<file path="src/rtl/debug_pkg.sv">
// Shared command codes and controller state encoding for the debug unit.
package debug_pkg;

  localparam logic [7:0] CMD_RUN   = 8'h63;
  localparam logic [7:0] CMD_STEP  = 8'h73;
  localparam logic [7:0] CMD_RESET = 8'h72;

  typedef enum logic [2:0] {
    IDLE,
    RUN,
    STEP,
    DUMP_ADDR,
    DUMP_LOAD,
    DUMP_SEND,
    DUMP_WAIT,
    DONE
  } state_t;

  function automatic logic in_dump(input state_t s);
    return (s == DUMP_ADDR) || (s == DUMP_LOAD) || (s == DUMP_SEND) || (s == DUMP_WAIT);
  endfunction

endpackage

</file>
<file path="src/rtl/dump_serializer.sv">
// Holds one captured 32-bit word and presents it a byte at a time, MSB first.
module dump_serializer (
  input  logic        clk_i,
  input  logic        rst_ni,
  input  logic        load_i,
  input  logic [31:0] word_i,
  input  logic        advance_i,
  output logic [7:0]  byte_o,
  output logic        last_o
);

  logic [31:0] word_q, word_d;
  logic [1:0]  idx_q, idx_d;

  always_comb begin
    word_d = word_q;
    idx_d  = idx_q;
    if (load_i) begin
      word_d = word_i;
      idx_d  = '0;
    end else if (advance_i) begin
      idx_d = idx_q + 2'd1;
    end
  end

  always_ff @(posedge clk_i or negedge rst_ni) begin
    if (!rst_ni) begin
      word_q <= '0;
      idx_q  <= '0;
    end else begin
      word_q <= word_d;
      idx_q  <= idx_d;
    end
  end

  always_comb begin
    byte_o = word_q[31:24];
    case (idx_q)
      2'd0:    byte_o = word_q[31:24];
      2'd1:    byte_o = word_q[23:16];
      2'd2:    byte_o = word_q[15:8];
      default: byte_o = word_q[7:0];
    endcase
  end

  assign last_o = (idx_q == 2'd3);

endmodule

</file>
<file path="src/rtl/debug_unit_ctrl.sv">
// UART-driven debug controller: run/step the datapath, then stream its debug
// words out over the transmitter.
module debug_unit_ctrl
  import debug_pkg::*;
#(
  parameter int DUMP_WORDS = 48,
  parameter int MAX_CYCLES = 1024
) (
  input  logic        clk,
  input  logic        reset,
  input  logic [7:0]  rx_data,
  input  logic        rx_done,
  output logic [7:0]  tx_data,
  output logic        tx_start,
  input  logic        tx_done,
  input  logic        cpu_halt,
  output logic        cpu_enable,
  output logic        cpu_reset,
  output logic [7:0]  dump_addr,
  input  logic [31:0] dump_data,
  output logic        led_idle,
  output logic        led_data_available,
  output logic        sent_flag,
  output logic [7:0]  send_counter
);

  localparam int              CW         = $clog2(MAX_CYCLES + 1);
  localparam logic [CW-1:0]   CYC_LIMIT  = CW'(MAX_CYCLES);
  localparam logic [7:0]      LAST_ADDR  = 8'(DUMP_WORDS - 1);

  state_t        state_q, state_d;
  logic [CW-1:0] cyc_q, cyc_d;
  logic [7:0]    addr_q, addr_d;
  logic [7:0]    cnt_q, cnt_d;
  logic          sent_q, sent_d;
  logic          cpu_rst_q, cpu_rst_d;

  logic       ser_load, ser_adv, ser_last;
  logic [7:0] ser_byte;

  dump_serializer u_ser (
    .clk_i     (clk),
    .rst_ni    (reset),
    .load_i    (ser_load),
    .word_i    (dump_data),
    .advance_i (ser_adv),
    .byte_o    (ser_byte),
    .last_o    (ser_last)
  );

  always_comb begin
    state_d    = state_q;
    cyc_d      = cyc_q;
    addr_d     = addr_q;
    cnt_d      = cnt_q;
    sent_d     = sent_q;
    cpu_rst_d  = 1'b0;
    cpu_enable = 1'b0;
    tx_start   = 1'b0;
    ser_load   = 1'b0;
    ser_adv    = 1'b0;
    case (state_q)
      IDLE: begin
        cyc_d = '0;
        if (rx_done) begin
          case (rx_data)
            CMD_RUN:   begin state_d = RUN;  sent_d = 1'b0; end
            CMD_STEP:  begin state_d = STEP; sent_d = 1'b0; end
            CMD_RESET: begin cpu_rst_d = 1'b1; sent_d = 1'b0; end
            default:   ;
          endcase
        end
      end
      RUN: begin
        // Enable is combinational on cpu_halt so it drops in the exit cycle itself.
        if (cpu_halt || (cyc_q == CYC_LIMIT)) begin
          state_d = DUMP_ADDR;
          addr_d  = '0;
          cnt_d   = '0;
          sent_d  = 1'b0;
        end else begin
          cpu_enable = 1'b1;
          cyc_d      = cyc_q + 1'b1;
        end
      end
      STEP: begin
        cpu_enable = !cpu_halt;
        state_d    = DUMP_ADDR;
        addr_d     = '0;
        cnt_d      = '0;
        sent_d     = 1'b0;
      end
      DUMP_ADDR: state_d = DUMP_LOAD;
      DUMP_LOAD: begin
        ser_load = 1'b1;
        state_d  = DUMP_SEND;
      end
      DUMP_SEND: begin
        tx_start = 1'b1;
        state_d  = DUMP_WAIT;
      end
      DUMP_WAIT: begin
        if (tx_done) begin
          cnt_d = cnt_q + 8'd1;
          if (!ser_last) begin
            ser_adv = 1'b1;
            state_d = DUMP_SEND;
          end else if (addr_q == LAST_ADDR) begin
            state_d = DONE;
            sent_d  = 1'b1;
          end else begin
            addr_d  = addr_q + 8'd1;
            state_d = DUMP_ADDR;
          end
        end
      end
      DONE:    state_d = IDLE;
      default: state_d = IDLE;
    endcase
  end

  always_ff @(posedge clk or negedge reset) begin
    if (!reset) begin
      state_q   <= IDLE;
      cyc_q     <= '0;
      addr_q    <= '0;
      cnt_q     <= '0;
      sent_q    <= 1'b0;
      cpu_rst_q <= 1'b0;
    end else begin
      state_q   <= state_d;
      cyc_q     <= cyc_d;
      addr_q    <= addr_d;
      cnt_q     <= cnt_d;
      sent_q    <= sent_d;
      cpu_rst_q <= cpu_rst_d;
    end
  end

  assign tx_data            = ser_byte;
  assign cpu_reset          = cpu_rst_q;
  assign dump_addr          = addr_q;
  assign send_counter       = cnt_q;
  assign sent_flag          = sent_q;
  assign led_idle           = (state_q == IDLE);
  assign led_data_available = in_dump(state_q);

endmodule
</file>
<file path="config.mk">
export PLATFORM = sky130hd
export DESIGN_NAME = debug_unit_ctrl
export DESIGN_NICKNAME = d
export VERILOG_FILES = /design/src/rtl/debug_pkg.sv /design/src/rtl/dump_serializer.sv /design/src/rtl/debug_unit_ctrl.sv
export SDC_FILE = /design/constraint.sdc
export NUM_CORES = 1
export LEC_CHECK = 0
export CAP_MARGIN = 20
export CELL_PAD_IN_SITES_DETAIL_PLACEMENT = 0
export CELL_PAD_IN_SITES_GLOBAL_PLACEMENT = 1
export CORE_AREA = 2 2 95 97
export DETAILED_ROUTE_END_ITERATION = 12
export DIE_AREA = 0 0 97 99
export PLACE_DENSITY_LB_ADDON = 0.12
export SYNTH_ARGS = -nofsm -noshare
export SYNTH_HDL_FRONTEND = slang
export SYNTH_SLANG_ARGS = --single-unit
</file>
<file path="constraint.sdc">
create_clock -name clk -period 3.2 [get_ports clk]
set_input_delay 0.32 -clock clk [delete_from_list [all_inputs] [get_ports clk]]
set_output_delay 0.32 -clock clk [all_outputs]
set_load 0.02 [all_outputs]
</file>
Word-level counts from Yosys, hierarchy flattened
Index checks and enable logic that the tools add are counted.
{ "word_totals": {"ff_bits": 66, "latch_bits": 0, "ramBits": 0, "rom_bits": 0, "inputBits": 45, "output_inout_bits": 30, "n_memories": 0} }
{ "classes": {"addsub": 4, "n_mul": 0, "n_div": 0, "magnitude_cmp": 0, "n_eq_ne": 24, "n_shift": 0, "muxes": 36, "bitwise": 0, "reduce_logical": 17} }
{ "op_table": {"columns": ["cell", "count"], "rows": [
  ["$pmux W8 S3", 3],
  ["$mux W8", 5],
  ["$eq A8 B7 Y1 const B", 3],
  ["$pmux W3 S8", 1],
  ["$pmux W11 S2", 1],
  ["$add A8 B1 Y8 const B", 2],
  ["$ne A2 B2 Y1 const B", 8],
  ["$mux W1", 15],
  ["$mux W3", 5],
  ["$eq A3 B3 Y1 const B", 4],
  ["$add A11 B1 Y11 const B", 1],
  ["$eq A11 B11 Y1 const B", 1],
  ["$mux W11", 1],
  ["$eq A8 B6 Y1 const B", 1],
  ["$reduce_and A7 Y1", 1],
  ["$eq A3 B2 Y1 const B", 2],
  ["$pmux W3 S2", 1],
  ["$reduce_and A5 Y1", 1],
  ["$eq A2 B2 Y1 const B", 2],
  ["$logic_or A1 B1 Y1", 4],
  ["$mux W2", 2],
  ["$pmux W1 S4", 1],
  ["$reduce_and A4 Y1", 1],
  ["$reduce_bool A2 Y1", 2],
  ["13 further kinds", 13]
]} }

Logic depth before layout (Yosys ltp)
{ "depth": {"word_depth": 6, "depth_mapped": 8, "ltp_nobuf": 7} }

Cells and area by module
A second synthesis with hierarchy kept.
{ "unflattened": {"cells_unflattened": 316, "hier_area_um2": 3469.6} }
{ "modules_own_cells": {"columns": ["mod", "n_inst", "cells_per_inst", "area_per_inst_um2", "seq_area_each_um2"], "rows": [
  ["debug_unit_ctrl", 1, 199, 1834.3, 800.8],
  ["dump_serializer", 1, 117, 1635.3, 850.8]
]} }

Least setup slack after synthesis
No wires, ideal clock.
{ "synth_path": {"path_type": "flip-flop to flip-flop", "start": "register cyc_q[0]", "end": "register sent_q (netlist: sent_flag)", "t_arrival_ns": 2.166, "slack_ns": 0.906, "path_stages_with_launch": 8, "synth_period_minus_slack_ns": 2.294, "cell_sequence": "dfrtp_1 > inv_1 > ha_1 > or4b_1 > o41a_1 > a21o_1 > nor4b_2 > mux2_1"} }
{ "synth_via": {"elab_chain_cells": 4} }
{ "synth_lines": {"columns": ["item", "line", "source"], "rows": [
  ["start, declared", "debug_unit_ctrl.sv:32", "logic [CW-1:0] cyc_q, cyc_d;"],
  ["start signal, assigned", "debug_unit_ctrl.sv:132", "cyc_q <= cyc_d;"],
  ["$eq A11 B11 Y1", "debug_unit_ctrl.sv:76", "if (cpu_halt || (cyc_q == CYC_LIMIT)) begin"],
  ["$logic_or A1 B1 Y1", "debug_unit_ctrl.sv:76", null],
  ["$ne A2 B2 Y1 (no line)", null, null],
  ["$reduce_and A7 Y1 (no line)", null, null],
  ["end signal, assigned", "debug_unit_ctrl.sv:135", "sent_q <= sent_d;"],
  ["end, declared", "debug_unit_ctrl.sv:35", "logic sent_q, sent_d;"]
]} }
Every way passes these cells.
A chain may end at the register's enable or synchronous reset.

Worst setup path after layout
{ "layout_path": {"start": "register cyc_q[0]", "end": "output port cpu_enable"} }
{ "layout_via": {"elab_chain_cells": 4} }
{ "layout_lines": {"columns": ["item", "line", "source"], "rows": [
  ["$eq A11 B11 Y1", "debug_unit_ctrl.sv:76", null],
  ["$logic_or A1 B1 Y1", "debug_unit_ctrl.sv:76", null],
  ["$mux W1", "debug_unit_ctrl.sv:76", null],
  ["$pmux W1 S2", "debug_unit_ctrl.sv:62", "case (state_q)"],
  ["end, declared", "debug_unit_ctrl.sv:17", "output logic cpu_enable,"]
]} }
Every way passes these cells.

==> flow_summary.yaml <==
setup_path:
  critPathKind: "reg2out"
  worst_ep_required_time_ns: 2.88
  cpMaxStageDelayCell: "clkdlybuf4s50_1"
  worst_setup_path_end_kind: "primary output"
  crit_arrival_ns: 2.60
  critPathTopFamily: "simple AND/OR/NAND/NOR gates"
  cpPeakStageDelay_ns: 0.53
  cp_max_fo: 8
  crit_chain: "inv_1, ha_1, or4b_1, o41a_1, or2_2, clkdlybuf4s50_1"
  start_kind: "flop"
  cp_num_buf_inv: 2
pwr:
  p_comb_frac: 0.416
  clockPowerShare: 0.230
  cellInternalPower_uw: 2400
  p_per_area_nw_per_um2: 844
  power_switching_uw: 1290
  p_sw_frac: 0.350
  peakVddDrop_mv: 0.344
  p_leak_uw: 0.00184
  seq_power_share: 0.354
grt:
  grt_util_all_layers: 0.172
  grt_pass1_wl_mm: 13.3
  grt_pass1_vias: 2597
  grt_max_degree: 36
  antenna_found_initial: 0
  grt-ovfl-total: 0
clock_tree:
  cts_root_buf: "clkbuf_8"
  clkTransAtPathRegs_ns: 0.08
  cts.sinks: 66
  clk_path_buf_depth: 2
  insertion_delay_ns: 0.33
  postCtsHoldBufs: 0
  cts_resized: 0
  postCtsSetupBuffers: 0
  cts_buffers: 9
  htreeDepth: 3
  cts_tree: "done"
die:
  die_area_sq_um: 9600
  die_w_um: 97
  num_rows: 34
  io_pins: 75
  core_area_sq_um: 8550
  die_h_um: 99
  initial_core_util: 0.383
synthesis:
  synth_fp_nets: 359
  synth_area_per_cell_sq_um: 10.7
  yosysSeqAreaShare: 0.504
  synth_cell_type_count: 47
  async_reset_ff_frac: 1.00
  yosys_register_bits: 66
  synth_enable_flop_cells: 0
  yosysWarnings: 0
  syn_area_sq_um: 3280
  yosys_most_used_dff: "dfrtp_1"
  netlist_instances: 306
drt:
  dr.pass1.iters: 7
  drc_errors: 0
  drt_iter0_drc: 108
  antenna_left: 0
  num_vias: 2648
  drt_wl_total_mm: 7.91
  wl_per_cell_um: 16.1
  vias_per_cell: 5.38
final_layout:
  diodes: 0
  layout.nets: 432
  drive_above_1_share: 0.151
  finalInstanceArea_sq_um: 4380
  synthToLayoutAreaGrowth_pct: 33.5
  seq_area_sq_um: 1650
  final_common_cell: "clkdlybuf4s50_1"
  multi_input_area_sq_um: 1530
  fill_cells: 807
  final_cell_mix: "73 x clkdlybuf4s50_1, 66 x dfrtp_1, 33 x mux2_2"
timing:
  rsz0062_at_grt: "no"
  maxSlewHeadroom: 0.481
  slew_viol_final: 0
  clock.fmax_mhz: 342
  fin_setup_tns_ns: 0
  tightest_slew_ns: 0.778
  fin_crit_ns: 2.92
  finClkSkew_ns: 0.00732
  fin_crit_sh: 0.913
  finalHoldViolations: 0
  finalSetupViolations: 0
flow_run:
  maxCapViolations: 0
placed_design:
  portBuffers: 74
  placed_area_sq_um: 4130
  gp_congestion: 0.803
  dp_hpwl_mm: 5.36
min_path:
  holdCritPathClass: "in2async"
outcome:
  status: "finished clean"
-- synth_stat cells (2+ instances only) --
library cell | number | share of area
ha_1 | 8 | 0.031
or2_2 | 2 | 0.0038
a31oi_1 | 5 | 0.0095
nand2_1 | 14 | 0.016
buf_2 | 2 | 0.0031
mux2i_1 | 2 | 0.0061
dfrtp_1 | 66 | 0.50
and2_1 | 5 | 0.0095
xor2_1 | 8 | 0.021
nand3_1 | 12 | 0.018
or3_1 | 3 | 0.0057
mux2_2 | 33 | 0.11
and3_1 | 4 | 0.0076
a222oi_1 | 8 | 0.024
xnor2_1 | 2 | 0.0053
o41a_1 | 2 | 0.0069
nor2_1 | 28 | 0.032
a21oi_1 | 18 | 0.027
clkbuf_1 | 13 | 0.015
a41oi_1 | 3 | 0.0080
o31ai_1 | 4 | 0.0092
o21ai_0 | 21 | 0.032
o41ai_1 | 2 | 0.0053
or4b_1 | 2 | 0.0061
nand4_1 | 9 | 0.017
inv_1 | 9 | 0.010
-- layout make-up --
class / instances / area share
clock buffer: 10 / 0.0292
clock inverter: 6 / 0.0263
inverter: 10 / 0.00858
multi-input combinational: 214 / 0.350
sequential: 66 / 0.377
tap: 108 / 0.0309
timing repair buffer: 78 / 0.178
-- kinds of logic after synthesis --
group	after synthesis	share of synthesized area
mux	36	0.123
compound gates	70	0.140
simple gates	90	0.145
fa+ha+maj	8	0.0305
buf+inv	26	0.0305
xor+xnor	10	0.0267
flops	66	0.504
-- sequential cells by signal, summed over array words and instances, names as in the netlist --
register	cells
dump_addr	8
cyc_q	11
u_ser.word_q	32
state_q	3
sent_flag	1
u_ser.idx_q	2
cpu_reset	1
send_counter	8
-- metal layers --
metal  part of all wire  track usage  wire (um)  vias up
li1                   -            -          -     1272
met1               0.50        0.255       3930     1273
met2               0.44        0.249       3450       94
met3              0.056       0.0355        445        9
met4              0.010       0.0585         83        0
met5                  0            0          0        -
-- final timing paths --
path	from	to	slack [ns]	cells past startpoint
max	cyc_q[0]	cpu_enable	0.28	6
min	reset	u_ser.word_q[13]	0.06	1
max reg2reg	cyc_q[0]	dump_addr[0]	0.49	8
min reg2reg	sent_flag	sent_flag	0.49	1
max in group asynchronous	reset	cyc_q[5]	2.50	2
min in group clk	sent_flag	sent_flag	0.49	1
-- stage by stage --
step,utilization,power (uW),cells,hold WS (ns),setup slack (ns)
global placement,0.483,2840,476,0.462,0.566
global route,0.512,3930,492,0.130,0.150
finish,0.512,3700,492,0.0561,0.278
CTS,0.512,3730,492,0.0840,0.246
floorplan,-,2280,306,0.0244,0.906
detailed placement,0.483,2870,476,0.456,0.492
-- power groups by stage --
stage / combinational, uW / sequential, uW / clock (uW)
after CTS: 1550 / 1310 / 875
after global routing: 1670 / 1340 / 921
after detailed placement: 1540 / 1330 / 0
after floorplan: 1050 / 1230 / 0
after global placement: 1530 / 1310 / 0
final: 1540 / 1310 / 851
Note: power is estimated with default switching activity, not from simulation.
